`src/rtl/pio_stream_out_if.sv`:
```
// pio_stream_out_if -- bus bundle for pio_stream_out.
//
// Groups the Avalon-MM slave port (address, chipselect, write_n, writedata,
// readdata), the downstream stream port (out_data, out_valid, out_ready)
// and the low-water interrupt (irq).
//
// Stream handshake: a word transfers on every rising clk edge where
// out_valid and out_ready are both 1. out_valid never depends on out_ready,
// and out_data is stable while out_valid is high and out_ready is low.
//
// Modports:
//   master -- host/consumer side: drives the bus strobes and out_ready
//   slave  -- pio_stream_out side: drives readdata, the stream outputs, irq
interface pio_stream_out_if #(
  parameter int DATA_W = 20
);
  logic [1:0]        address;
  logic              chipselect;
  logic              write_n;
  logic [31:0]       writedata;
  logic [31:0]       readdata;
  logic [DATA_W-1:0] out_data;
  logic              out_valid;
  logic              out_ready;
  logic              irq;

  modport master (
    output address, chipselect, write_n, writedata, out_ready,
    input  readdata, out_data, out_valid, irq
  );

  modport slave (
    input  address, chipselect, write_n, writedata, out_ready,
    output readdata, out_data, out_valid, irq
  );
endinterface

```
`src/rtl/pio_stream_out.sv`:
```
// pio_stream_out -- Avalon-MM programmable output port with optional FIFO.
//
// Legacy mode (CONTROL.mode=0): a DATA write loads the hold register, which
// drives out_data directly; out_valid stays 0.
// Stream mode (CONTROL.mode=1): DATA writes push into a DEPTH-entry FIFO;
// the FIFO head drives out_data with out_valid = ~empty. Each popped word
// is also captured in the hold register so DATA reads show the last word
// delivered downstream.
//
// Register map (word address):
//   0 DATA    W: push / load hold     R: hold register
//   1 STATUS  W: bit10=1 clears overflow
//             R: [7:0] level, [8] empty, [9] full, [10] overflow
//   2 CONTROL W/R: [0] mode, [1] irq_en, [2] flush (write-1 pulse, reads 0)
//   3 THRESH  W/R: [7:0] low-water threshold
//
// Ports:
//   clk     -- clock, rising edge
//   reset_n -- asynchronous active-low reset
//   bus     -- pio_stream_out_if.slave (MM slave, stream source, irq)
module pio_stream_out #(
  parameter int DATA_W = 20,
  parameter int DEPTH  = 8
) (
  input  logic             clk,
  input  logic             reset_n,
  pio_stream_out_if.slave  bus
);

  localparam int AW = $clog2(DEPTH);
  localparam int LW = AW + 1;

  logic              mode;
  logic              irq_en;
  logic              overflow;
  logic [7:0]        thresh;
  logic [DATA_W-1:0] hold;
  logic [DATA_W-1:0] mem [DEPTH];
  logic [AW-1:0]     wr_ptr;
  logic [AW-1:0]     rd_ptr;
  logic [LW-1:0]     level;

  logic wr;
  logic data_wr;
  logic status_wr;
  logic ctrl_wr;
  logic thresh_wr;
  logic flush;
  logic empty;
  logic full;
  logic push_req;
  logic push_ok;
  logic push_drop;
  logic pop;
  logic unused_writedata;

  assign wr        = bus.chipselect & ~bus.write_n;
  assign data_wr   = wr & (bus.address == 2'd0);
  assign status_wr = wr & (bus.address == 2'd1);
  assign ctrl_wr   = wr & (bus.address == 2'd2);
  assign thresh_wr = wr & (bus.address == 2'd3);

  assign flush = ctrl_wr & bus.writedata[2];
  assign empty = (level == '0);
  assign full  = (level == LW'(DEPTH));

  // A push arriving with a flush is discarded outright (no overflow).
  // When full, a same-cycle pop frees the slot the push needs.
  assign pop       = bus.out_valid & bus.out_ready;
  assign push_req  = data_wr & mode & ~flush;
  assign push_ok   = push_req & (~full | pop);
  assign push_drop = push_req & full & ~pop;

  assign unused_writedata = ^bus.writedata;

  // Storage array carries no reset: only pointers and level define contents.
  always_ff @(posedge clk) begin
    if (push_ok) mem[wr_ptr] <= bus.writedata[DATA_W-1:0];
  end

  always_ff @(posedge clk or negedge reset_n) begin
    if (!reset_n) begin
      mode     <= 1'b0;
      irq_en   <= 1'b0;
      overflow <= 1'b0;
      thresh   <= 8'd0;
      hold     <= '0;
      wr_ptr   <= '0;
      rd_ptr   <= '0;
      level    <= '0;
    end else begin
      if (ctrl_wr) begin
        mode   <= bus.writedata[0];
        irq_en <= bus.writedata[1];
      end
      if (thresh_wr) thresh <= bus.writedata[7:0];

      if (push_drop)                          overflow <= 1'b1;
      else if (status_wr && bus.writedata[10]) overflow <= 1'b0;

      // Legacy DATA write and stream pop are exclusive (pop needs mode=1).
      if (data_wr && !mode) hold <= bus.writedata[DATA_W-1:0];
      else if (pop)         hold <= mem[rd_ptr];

      if (flush) begin
        // A word handshaken on the flush edge is still delivered (hold
        // captures it above); everything else queued is discarded.
        rd_ptr <= wr_ptr;
        level  <= '0;
      end else begin
        if (push_ok) wr_ptr <= wr_ptr + AW'(1);
        if (pop)     rd_ptr <= rd_ptr + AW'(1);
        case ({push_ok, pop})
          2'b10:   level <= level + LW'(1);
          2'b01:   level <= level - LW'(1);
          default: level <= level;
        endcase
      end
    end
  end

  assign bus.out_valid = mode & ~empty;
  assign bus.out_data  = mode ? mem[rd_ptr] : hold;
  assign bus.irq       = irq_en & mode & (8'(level) <= thresh);

  always_comb begin
    bus.readdata = 32'd0;
    case (bus.address)
      2'd0: bus.readdata = 32'(hold);
      2'd1: bus.readdata = {21'd0, overflow, full, empty, 8'(level)};
      2'd2: bus.readdata = {30'd0, irq_en, mode};
      2'd3: bus.readdata = {24'd0, thresh};
      default: bus.readdata = 32'd0;
    endcase
  end

endmodule

```
`src/flat_wrapper.sv`:
```
// flat-port wrapper written by rule: the top's interface ports become plain ports
module pio_stream_out_flat 
#(
  parameter int DATA_W = 20,
  parameter int DEPTH  = 8
)
  (clk, reset_n, bus_address, bus_chipselect, bus_write_n, bus_writedata, bus_out_ready, bus_readdata, bus_out_data, bus_out_valid, bus_irq);
  pio_stream_out_if #(.DATA_W(DATA_W)) bus_i ();
  input  logic clk;
  input  logic reset_n;
  input wire logic [$bits(bus_i.address)-1:0] bus_address;
  input wire logic [$bits(bus_i.chipselect)-1:0] bus_chipselect;
  input wire logic [$bits(bus_i.write_n)-1:0] bus_write_n;
  input wire logic [$bits(bus_i.writedata)-1:0] bus_writedata;
  input wire logic [$bits(bus_i.out_ready)-1:0] bus_out_ready;
  output wire logic [$bits(bus_i.readdata)-1:0] bus_readdata;
  output wire logic [$bits(bus_i.out_data)-1:0] bus_out_data;
  output wire logic [$bits(bus_i.out_valid)-1:0] bus_out_valid;
  output wire logic [$bits(bus_i.irq)-1:0] bus_irq;
  assign bus_i.address = bus_address;
  assign bus_i.chipselect = bus_chipselect;
  assign bus_i.write_n = bus_write_n;
  assign bus_i.writedata = bus_writedata;
  assign bus_i.out_ready = bus_out_ready;
  assign bus_readdata = bus_i.readdata;
  assign bus_out_data = bus_i.out_data;
  assign bus_out_valid = bus_i.out_valid;
  assign bus_irq = bus_i.irq;
  pio_stream_out #(.DATA_W(DATA_W), .DEPTH(DEPTH)) u_core (.clk(clk), .reset_n(reset_n), .bus(bus_i));
endmodule
```
`config.mk`:
```
export PLATFORM = sky130hd
export DESIGN_NAME = pio_stream_out_flat
export DESIGN_NICKNAME = d
export VERILOG_FILES = /design/src/rtl/pio_stream_out_if.sv /design/src/rtl/pio_stream_out.sv /design/src/flat_wrapper.sv
export SDC_FILE = /design/constraint.sdc
export NUM_CORES = 1
export LEC_CHECK = 0
export ABC_CLOCK_PERIOD_IN_PS = 4000
export BUFFER_PORTS_ARGS = -buffer_cell sky130_fd_sc_hd__buf_2
export CORE_MARGIN = 4
export CORE_UTILIZATION = 25
export DETAILED_ROUTE_END_ITERATION = 16
export GPL_TIMING_DRIVEN = 0
export PLACE_DENSITY = 0.45
export SYNTH_ARGS = -nofsm -noshare
export SYNTH_HDL_FRONTEND = slang
export SYNTH_SLANG_ARGS = --single-unit
```
`constraint.sdc`:
```
create_clock -name clk -period 4 [get_ports clk]
set_input_delay 0.6 -clock clk [delete_from_list [all_inputs] [get_ports clk]]
set_output_delay 0.6 -clock clk [all_outputs]
set_load 0.01 [all_outputs]
```
# After elaboration in Yosys (flattened, before gate mapping)
# Memory sizes are Yosys's and may differ from the RTL's.
# Index checks and enable logic that the tools add are counted.
# word_totals
wordCells,63
ramBits,160
register_bits,41
n_memories,1
output_inout_bits,54
input_bits,39
# memory_table
memory,words,word_bits,rd,rd_clocked_by_memory_dff,write_ports,line_no,source
u_core.mem,8,20,1,0,1,pio_stream_out.sv:38,logic [DATA_W-1:0] mem [DEPTH];
# op_classes
muxes,12
add_sub_neg,4
n_bitwise,21
reduce_logical,10
eq_ne,6
n_lt_le_gt_ge,1
# ops
operator,n
one-hot mux 32 bit (4 select lines),1
2-to-1 mux 20 bit,3
AND 1 bit,15
<= comparator 4 x 8 -> 1 bit,1
one-hot mux 4 bit (2 select lines),1
adder 3 x 1 -> 3 bit (second input constant),2
equality test 2 bit (second input constant),3
2-to-1 mux 3 bit,2
nonzero test 2 bit,3
NOT 1 bit,5
adder 4 x 1 -> 4 bit (second input constant),1
equality test 2 x 1 -> 1 bit (second input constant),2
equality test 4 bit (second input constant),1
zero test 4 bit,1
2-to-1 mux 1 bit,4
2-to-1 mux 4 bit,1
subtractor 4 x 1 -> 4 bit (second input constant),1
nonzero test 3 bit,1
logical AND 1 bit,2
zero test 2 bit,1
AND reduction 2 bit,1
zero test 1 bit,1
OR 1 bit,1

# Logic depth before layout (Yosys ltp)
# Gate-level depths: netlist of run 1.
# depth
word_depth,10
ltp_mapped,12
ltp_nobuf,10

# Worst setup path before layout of run 1
# Ideal clock, no wire load.
# synth_path
path_type,input port to flip-flop
from,input bus_address[1]
to,memory u_core.mem[0][0] (enable)
arrival_time_ps,2896
stages,4
path_slack_ps,682
setup_time_ps,422
cell_sequence,nor2_1 o2111a_2 or2b_1 nor3_1
# synth_via
elab_chain_cells,8
elab_cells_between_ends,11
classes_between,eq/ne: 1; mux: 2; bitwise: 7; reduce/logical: 1
# synth_lines
element,line_no,source
"start, declared",flat_wrapper.sv:11,input wire logic [$bits(bus_i.address)-1:0] bus_address;
equality test 2 bit,pio_stream_out.sv:60,assign ctrl_wr = wr & (bus.address == 2'd2);
AND 1 bit,pio_stream_out.sv:60,
AND 1 bit,pio_stream_out.sv:63,assign flush = ctrl_wr & bus.writedata[2];
NOT 1 bit,pio_stream_out.sv:70,assign push_req = data_wr & mode & ~flush;
AND 1 bit (*),pio_stream_out.sv:70,
AND 1 bit (*),pio_stream_out.sv:71,assign push_ok = push_req & (~full | pop);
2-to-1 mux 1 bit (*),pio_stream_out.sv:78,if (push_ok) mem[wr_ptr] <= bus.writedata[DATA_W-1:0];
2-to-1 mux 1 bit (implied by the code) (*),pio_stream_out.sv:78,
"end, declared",pio_stream_out.sv:38,
# Every way passes the cells marked *; elsewhere a longest branch is shown, timed or not.

# Final worst setup path of run 1
# layout_path
from,register u_core.level[2]
to,register u_core.level[2]
# layout_via
elab_chain_cells,9
elab_cells_between_ends,15
classes_between,add/sub: 2; eq/ne: 3; mux: 2; bitwise: 6; reduce/logical: 2
# layout_lines
element,line_no,source
"start, declared",pio_stream_out.sv:41,logic [LW-1:0] level;
"start signal, assigned",pio_stream_out.sv:114,2'b10: level <= level + LW'(1);
"start signal, assigned",pio_stream_out.sv:115,2'b01: level <= level - LW'(1);
"start signal, assigned",pio_stream_out.sv:116,default: level <= level;
zero test 4 bit,pio_stream_out.sv:64,assign empty = (level == '0);
NOT 1 bit,pio_stream_out.sv:122,assign bus.out_valid = mode & ~empty;
AND 1 bit,pio_stream_out.sv:122,
AND 1 bit,pio_stream_out.sv:69,assign pop = bus.out_valid & bus.out_ready;
OR 1 bit,pio_stream_out.sv:71,
AND 1 bit,pio_stream_out.sv:71,
equality test 2 x 1 -> 1 bit / equality test 2 bit (equally long branches),pio_stream_out.sv:113,"case ({push_ok, pop})"
one-hot mux 4 bit (2 select lines),pio_stream_out.sv:113,
2-to-1 mux 4 bit,pio_stream_out.sv:105,if (flush) begin
# Parallel ways exist; a longest one is shown, timed or not.
# A chain may end at the register's enable or synchronous reset.

==> summary.md, run 1 <==
The run finished with clean final reports. In this run the tightest slew margin relative to its limit is 25.8%. IR analysis of the VDD net gives a maximum drop of 220 uV.

Count of port buffers added during placement: 68. The tools report the library cell used as clock root buffer as clkbuf_16. The logs give 30.6% for the fraction of the core area covered by cells at the end of the flow and 3.68 nW for the leakage power total. edfxtp_1 takes more of the synthesized area than any other cell.

The finished layout holds 1083 standard cells, fillers aside. The detail-routed via count per cell came out at 4.57. In this run the horizontal extent of the chip is 193 um. After clock tree synthesis, the flow added hold-fix buffers numbering 0. Global routing used 12.1% of the available tracks. The via count of the first global-routing pass was 5152; the total detailed-routing wirelength was 22.5 mm.

The tools report the sequential-to-total area share from yosys stat as 68.5%. Setup violations remaining at the end of the flow were counted as 0. The initial DRC count was 373; the I/O pin total was 93. Clock-pin slew was measured on the worst setup and hold paths at 60 ps. Clock skew on the completed layout was measured at 12.9 ps. The starting density of the core is 25.4%, and the worst path arrival time is 3910 ps.

The number of setup buffers added after CTS is 0, and the number of max-cap violations is 0. The initial antenna violation count is 1, and the share of flip-flops with an asynchronous set or reset is 20.4%. The final period demand of the worst path is 3500 ps.

The type of element launching the critical path is a flip-flop. For the max-slew violation count, the log shows 0. The kind of critical path is reg2reg. Counting instances in the post-synthesis netlist gives the leading cell types as 160 x edfxtp_1, 41 x dfrtp_1, 41 x mux4_2. In this run, distinct cell masters in the synthesized netlist total 46. Summing every instance area after synthesis gives 0.00852 sq mm.

The final hold violation count came out at 0. At the end of the flow, the number of nets in the layout was 667. Detailed routing inserted a total of 4944 vias.

The fmax is 286 MHz, and the number of antenna-violating nets in the routed design is 0. The number of standard-cell rows in the floorplan is 67, and the required time at the worst-slack endpoint is 4410 ps. Of the post-synthesis cell area, the dominant cell type holds 56.4%. For the placed wire-length estimate, the log shows 14.6 mm. Once the clock tree was built, the resizer swapped 0 gates to a different size.

The die height came out at 193 um. By area the synthesized netlist is led by edfxtp_1 56%, dfrtp_1 12%, mux4_2 11%, mux2i_1 3.2%, a22oi_1 1.8%. In this run the deepest clock path goes through 3 buffers.

Cell with the most instances after synthesis: edfxtp_1. The run gives 33.3 mm as the global-route wire length before repair. Of the cells placed in the final design, the portion with a size suffix greater than 1 is 29.3%. For the synthesized instance count, the log shows 512. The final cycle utilization of the critical path is 87.4%. The mean instance size in the synthesized netlist is 16.6 sq um. The synthesis-to-finish area growth is 20.6%. Entering global routing, the biggest net connects 42 pins. The leading register cell type out of synthesis is edfxtp_1.

For the pin with the worst max-slew slack, the measured transition is 1110 ps. The final routed DRC violation total came out at 0. The min-delay analysis places its worst path in the category in2async.

For the count of warnings emitted by yosys, the log shows 0. TritonCTS built the clock tree. The slack of the worst reg-to-reg path is 500 ps, and the total clock buffers created by CTS is 22. For the CTS H-tree depth, the log shows 1.

The final weighted congestion in routability-driven placement was 0.781; the routed wirelength normalized by instance count was 20.8 um. In this run, placement finished with an instance count of 1043. The worst setup path is captured at a flip-flop. The first TritonRoute pass finished after 4 iterations. The clock reaches the later pin of the worst-skew pair after 500 ps. The floorplan step defined a die boundary enclosing 0.0371 sq mm. The maximum fanout along the worst path is 10, and the total power consumption of the routed design is 6.54 mW. For this run the aggregate overflow at the end of global routing stands at 0. The region available for standard cell placement spans 0.0335 sq mm. Setup repair after global routing left no endpoint under its margin.

The synthesized flop and latch total came out at 201. The number of antenna diodes in the final layout is 0. Yosys mapped a number of flops with a built-in enable equal to 160. Power spread over the standard cell area amounts to 637 mW/mm^2. The number of clock sinks came out at 201.
## cells by family (layout without fill, tap and decap cells)
group | Yosys count | count (layout) | synth area share (%)
compound gates | 86 | 86 | 6.26
xor+xnor | 7 | 7 | 0.720
fa+ha+maj | 9 | 9 | 1.32
buf+inv | 53 | 165 | 3.07
flops | 201 | 201 | 68.5
mux | 79 | 79 | 15.7
other cells | 1 | 12 | 0.0440
simple gates | 76 | 76 | 4.44
## state kept, by name, summed over array words and instances, names as in the netlist
register / flops
u_core.rd_ptr: 3
u_core.overflow: 1
u_core.mode: 1
u_core.level: 4
u_core.mem: 160
u_core.thresh: 8
u_core.hold: 20
u_core.wr_ptr: 3
u_core.irq_en: 1
## critical path, cell delays in order, from the launching register on
cell,delay [ps]
dfrtp_1,380
clkbuf_1,240
o41a_1,450
nand2_1,210
clkbuf_1,580
inv_1,160
ha_1,300
xor2_1,160
ha_1,190
a21oi_1,160
xor2_1,100
or3_1,320
a21oi_1,160
## power breakdown
| group | internal [mW] | switching, mW | total [mW] |
|---|---|---|---|
| Combinational | 0.856 | 1.11 | 1.96 |
| Sequential | 2.44 | 0.159 | 2.60 |
| Clock | 1.17 | 0.806 | 1.98 |
| Total | 4.47 | 2.07 | 6.54 |
## metrics by stage
step | setup slack (ps) | setup TNS, ps | hold WS [ps] | area, sq um
after floorplan | 682 | 0 | 304 | 8560
after global placement | -1590 | -73220 | 507 | 9460
after detailed placement | 498 | 0 | 501 | 9560
after CTS | 478 | 0 | 334 | 10300
after global routing | 282 | 0 | 362 | 10300
final | 504 | 0 | 308 | 10300
## layout by cell type, fill, tap and decap left out, drive strengths merged, types with 3 or more instances in the layout
| cell type | Yosys | routed |
|---|---|---|
| mux2 | 10 | 10 |
| xor2 | 6 | 6 |
| a22o | 4 | 4 |
| a21oi | 24 | 24 |
| clkinv | 0 | 8 |
| conb | 1 | 12 |
| a22oi | 20 | 20 |
| nand2 | 10 | 10 |
| inv | 9 | 10 |
| nor2 | 31 | 31 |
| nand3 | 8 | 8 |
| and2 | 11 | 11 |
| a21o | 3 | 3 |
| dfrtp | 41 | 41 |
| mux4 | 42 | 42 |
| mux2i | 27 | 27 |
| edfxtp | 160 | 160 |
| o21ai | 29 | 29 |
| clkbuf | 16 | 46 |
| buf | 28 | 100 |
| ha | 9 | 9 |
## final cells by class
| type | instances | area [sq um] |
|---|---|---|
| fillers | 3363 | 23300 |
| flip-flops and latches | 201 | 5830 |
| clock buffers | 30 | 632 |
| well taps | 448 | 561 |
| multi-input cells | 269 | 2520 |
| repair buffers | 72 | 389 |
| inverters | 9 | 33.8 |
| clock inverters | 10 | 80.1 |
| plain buffers | 44 | 228 |
## per-layer routing
| layer | vias up | wire, um | global-route usage, % |
|---|---|---|---|
| met5 | - | 13 | 0 |
| met4 | 2 | 514 | 3.78 |
| met3 | 35 | 967 | 2.04 |
| met2 | 126 | 11100 | 20.3 |
| met1 | 2583 | 9930 | 16.1 |
| li1 | 2198 | - | - |
## final timing paths
path / start / to / cells after the start
worst max-delay path: u_core.level[2] / u_core.level[2] / 12
worst min-delay path: reset_n / u_core.thresh[7] / 1
max in group asynchronous: reset_n / u_core.hold[14] / 1
min in group clk: bus_out_ready / u_core.overflow / 2
worst min register to register: u_core.hold[18] / u_core.hold[18] / 2
worst max register to register: u_core.level[2] / u_core.level[2] / 12
Note: power is estimated with default switching activity, not from simulation.
==> run 2, diff against run 1 <==
--- a/config.mk
+++ b/config.mk
@@ -9,6 +9,7 @@
 export BUFFER_PORTS_ARGS = -buffer_cell sky130_fd_sc_hd__buf_2
 export CORE_MARGIN = 4
 export CORE_UTILIZATION = 25
+export CTS_BUF_LIST = sky130_fd_sc_hd__clkbuf_4 sky130_fd_sc_hd__clkbuf_8 sky130_fd_sc_hd__clkbuf_16
 export DETAILED_ROUTE_END_ITERATION = 16
 export GPL_TIMING_DRIVEN = 0
 export PLACE_DENSITY = 0.45
==> summary.md, run 2 (synthesis results as in run 1) <==
The library cells used most frequently in the layout, excluding fill and tap cells, are 160 x edfxtp_1, 76 x buf_2, 41 x mux4_2, 41 x dfrtp_1, 27 x mux2i_1. Of the total power, combinational logic draws 29.9%. The number of cell instances on the worst register-to-register path works out to 12. The critical path goes through clkbuf_1, o41a_1, nand2_1, clkbuf_1, inv_1, ha_1, xor2_1, ha_1, a21oi_1, xor2_1, or3_1, a21oi_1. The fraction of the core area covered by cells at the end of the flow is 30.7%, and the via count of the first global-routing pass is 5152.

In this run the critical register-to-register path is launched from u_core.level[2]. In this run the worst path has a maximum fanout of 10. Flip-flop count of the largest register after layout: 160. For the pin with the worst max-slew slack, the measured transition is 1120 ps. In this design, the largest share of critical-path delay is due to buffers and inverters.

The run gives 375 as the initial DRC count. For the final-stage net count, the log shows 667. After detailed routing, the average wire length per cell comes to 20.8 um. Hold timing on the final database bottoms out at a slack of 310 ps.

The layout has 3356 filler cells. Classification of the worst-slack hold path: in2async. The tools report the number of standard-cell rows in the floorplan as 67. After clock tree synthesis, the flow added hold-fix buffers numbering 0. For the combined flip-flop and latch cell area, the log shows 0.00583 sq mm. The global-route wire length before repair came out at 33.3 mm.

The largest registers in the layout are u_core.mem: 160 flops, u_core.hold: 20 flops, u_core.thresh: 8 flops. Counting flops per register, the top entry is u_core.mem. Count of buffering cells on the critical path with inverters included: 3.

In this run, CTS created clock tree buffers numbering 22. IR analysis of the VDD net gives a maximum drop of 220 uV. The tools report the number of detailed-route iterations in the first pass as 4.

For the clock latency on the worst-skew pair, the log shows 500 ps. Routability-driven placement finished with a final weighted congestion of 0.781. The clock passes through at most 3 buffers.

The count of buffers added on input and output ports is 68. The internal power consumption was 4.50 mW; the global-route congestion overflow total was 0. The largest clock skew in the final design is 12.9 ps, and the multi-input gate area in the final layout is 0.00252 sq mm. The setup path with the least slack is of type reg2reg. The sequential power share was 39.6%; the die height was 193 um. The max-slew violation count was 0. The worst setup path is captured at a flip-flop. Setup violations remaining at the end of the flow were counted as 0. The worst setup path is launched from a flip-flop. Setup repair after global routing left no endpoint under its margin. The worst setup slack after placement was 498 ps.

For this design the top-level I/O count stands at 93. The maximum cell stage delay along the critical path is 580 ps. The run gives 14.6 mm as the placed wire-length estimate. The detailed router placed 4944 vias in this run. The run gives 25.5% as the tightest slew margin relative to the limit. After clock tree synthesis, the clock-pin slew on the worst setup and hold paths is 60 ps. The pin count of the biggest net entering global routing came out at 42. The slowest cell on the critical path is clkbuf_1.

Net switching is 31.5% of the power. For the starting density of the core, the log shows 25.4%. The die covers 0.0371 sq mm.

After clock tree synthesis, the repair step resized 0 gates. The analysis attributes to cell leakage a power of 3.69 nW. The run gives 12.1% as the all-layer global routing usage. Endpoint of the lowest-slack register-to-register path: u_core.level[2]. The logs give 1 for the CTS H-tree depth and 22.5 mm for the total detailed-routing wirelength. Data on the critical path arrives at its endpoint at 3900 ps. The net load switching power is 2.07 mW.

The fmax came out at 286 MHz. TritonCTS built the clock tree. The run gives 1 as the initial antenna violation count.

The antenna diode count came out at 0. The tools report the library cell used as clock root buffer as clkbuf_16. The run gives 201 as the number of clock sinks.

In this run the power density over the cells is 638 mW/mm^2. Setup slack on the worst reg-to-reg path comes out at 500 ps. The final hold violation count came out at 0. Max-cap violations in this run came to 0. The floorplan step defined a core boundary enclosing 0.0335 sq mm.

Leaving out fill and tap cells, the most frequent cell in the layout is edfxtp_1. The share of cells above drive strength 1 is 29.9%. The run gives 0 as the number of antenna-violating nets in the routed design. At the worst endpoint, the required time is 4410 ps.

The synthesis-to-finish area growth came out at 20.8%. The worst path uses 87.4% of the clock period. The final period demand of the worst path is 3500 ps, and the worst setup slack after layout is 505 ps. Number of setup buffers added after CTS: 0. The run finished with clean final reports. From left edge to right edge, the die measures 193 um. Portion of total power attributed to the clock network: 30.5%. In the routed design, unresolved DRC markers number 0. Detail-routed via count per cell: 4.57.
[run 2: power groups by stage]
stage                     combinational (mW)  sequential (mW)  clock [mW]
after global routing                    2.17             2.62        2.16
after detailed placement                2.00             2.63           0
after global placement                  1.96             2.63           0
after CTS                               2.01             2.60        2.07
after floorplan                         1.33             2.58           0
final                                   1.96             2.60        2.01
[run 2: worst max-delay path by stage]
stage,from,to,slack (ps),depth (start not counted)
after detailed placement,u_core.level[2],u_core.level[2],500,12
after global routing,u_core.level[2],u_core.level[2],280,12
after floorplan,bus_address[1],u_core.mem[0][0],680,4
after CTS,u_core.level[2],u_core.level[2],480,12
after global placement,bus_address[1],u_core.mem[0][10],-1590,5
final,u_core.level[2],u_core.level[2],500,12
[run 2: final cells by class]
| type | count | area share, % |
|---|---|---|
| Inverter | 9 | 0.328 |
| Sequential cell | 201 | 56.7 |
| Clock buffer | 30 | 6.29 |
| Tap cell | 448 | 5.45 |
| Timing Repair Buffer | 72 | 3.78 |
| Buffer | 44 | 2.21 |
| Multi-Input combinational cell | 269 | 24.5 |
| Clock inverter | 10 | 0.778 |
[run 2: worst register-to-register path, delay by kind of cell (launching register included)]
kind	cells	cell delay (ps)
buffers and inverters	3	980
AOI/OAI and AO/OA	3	770
and+or+nand+nor	2	530
adders and majority gates	2	490
DFF	1	380
xor gates and xnor gates	2	260
[run 2: layer usage]
layer	vias up	global-route usage, %	part of all wire [%]
met4	2	3.78	2.3
met5	-	0	0.058
met3	35	2.04	4.2
met2	120	20.3	49
li1	2199	-	-
met1	2588	16.1	44
[run 2: stage by stage]
stage	instances	TNS, ps	total power, mW	instance area [sq um]
after floorplan	523	0	3.91	8560
after global placement	1039	-73220	4.58	9460
after detailed placement	1043	0	4.64	9560
after CTS	1083	0	6.67	10300
after global routing	1083	0	6.95	10300
final	1083	0	6.57	10300
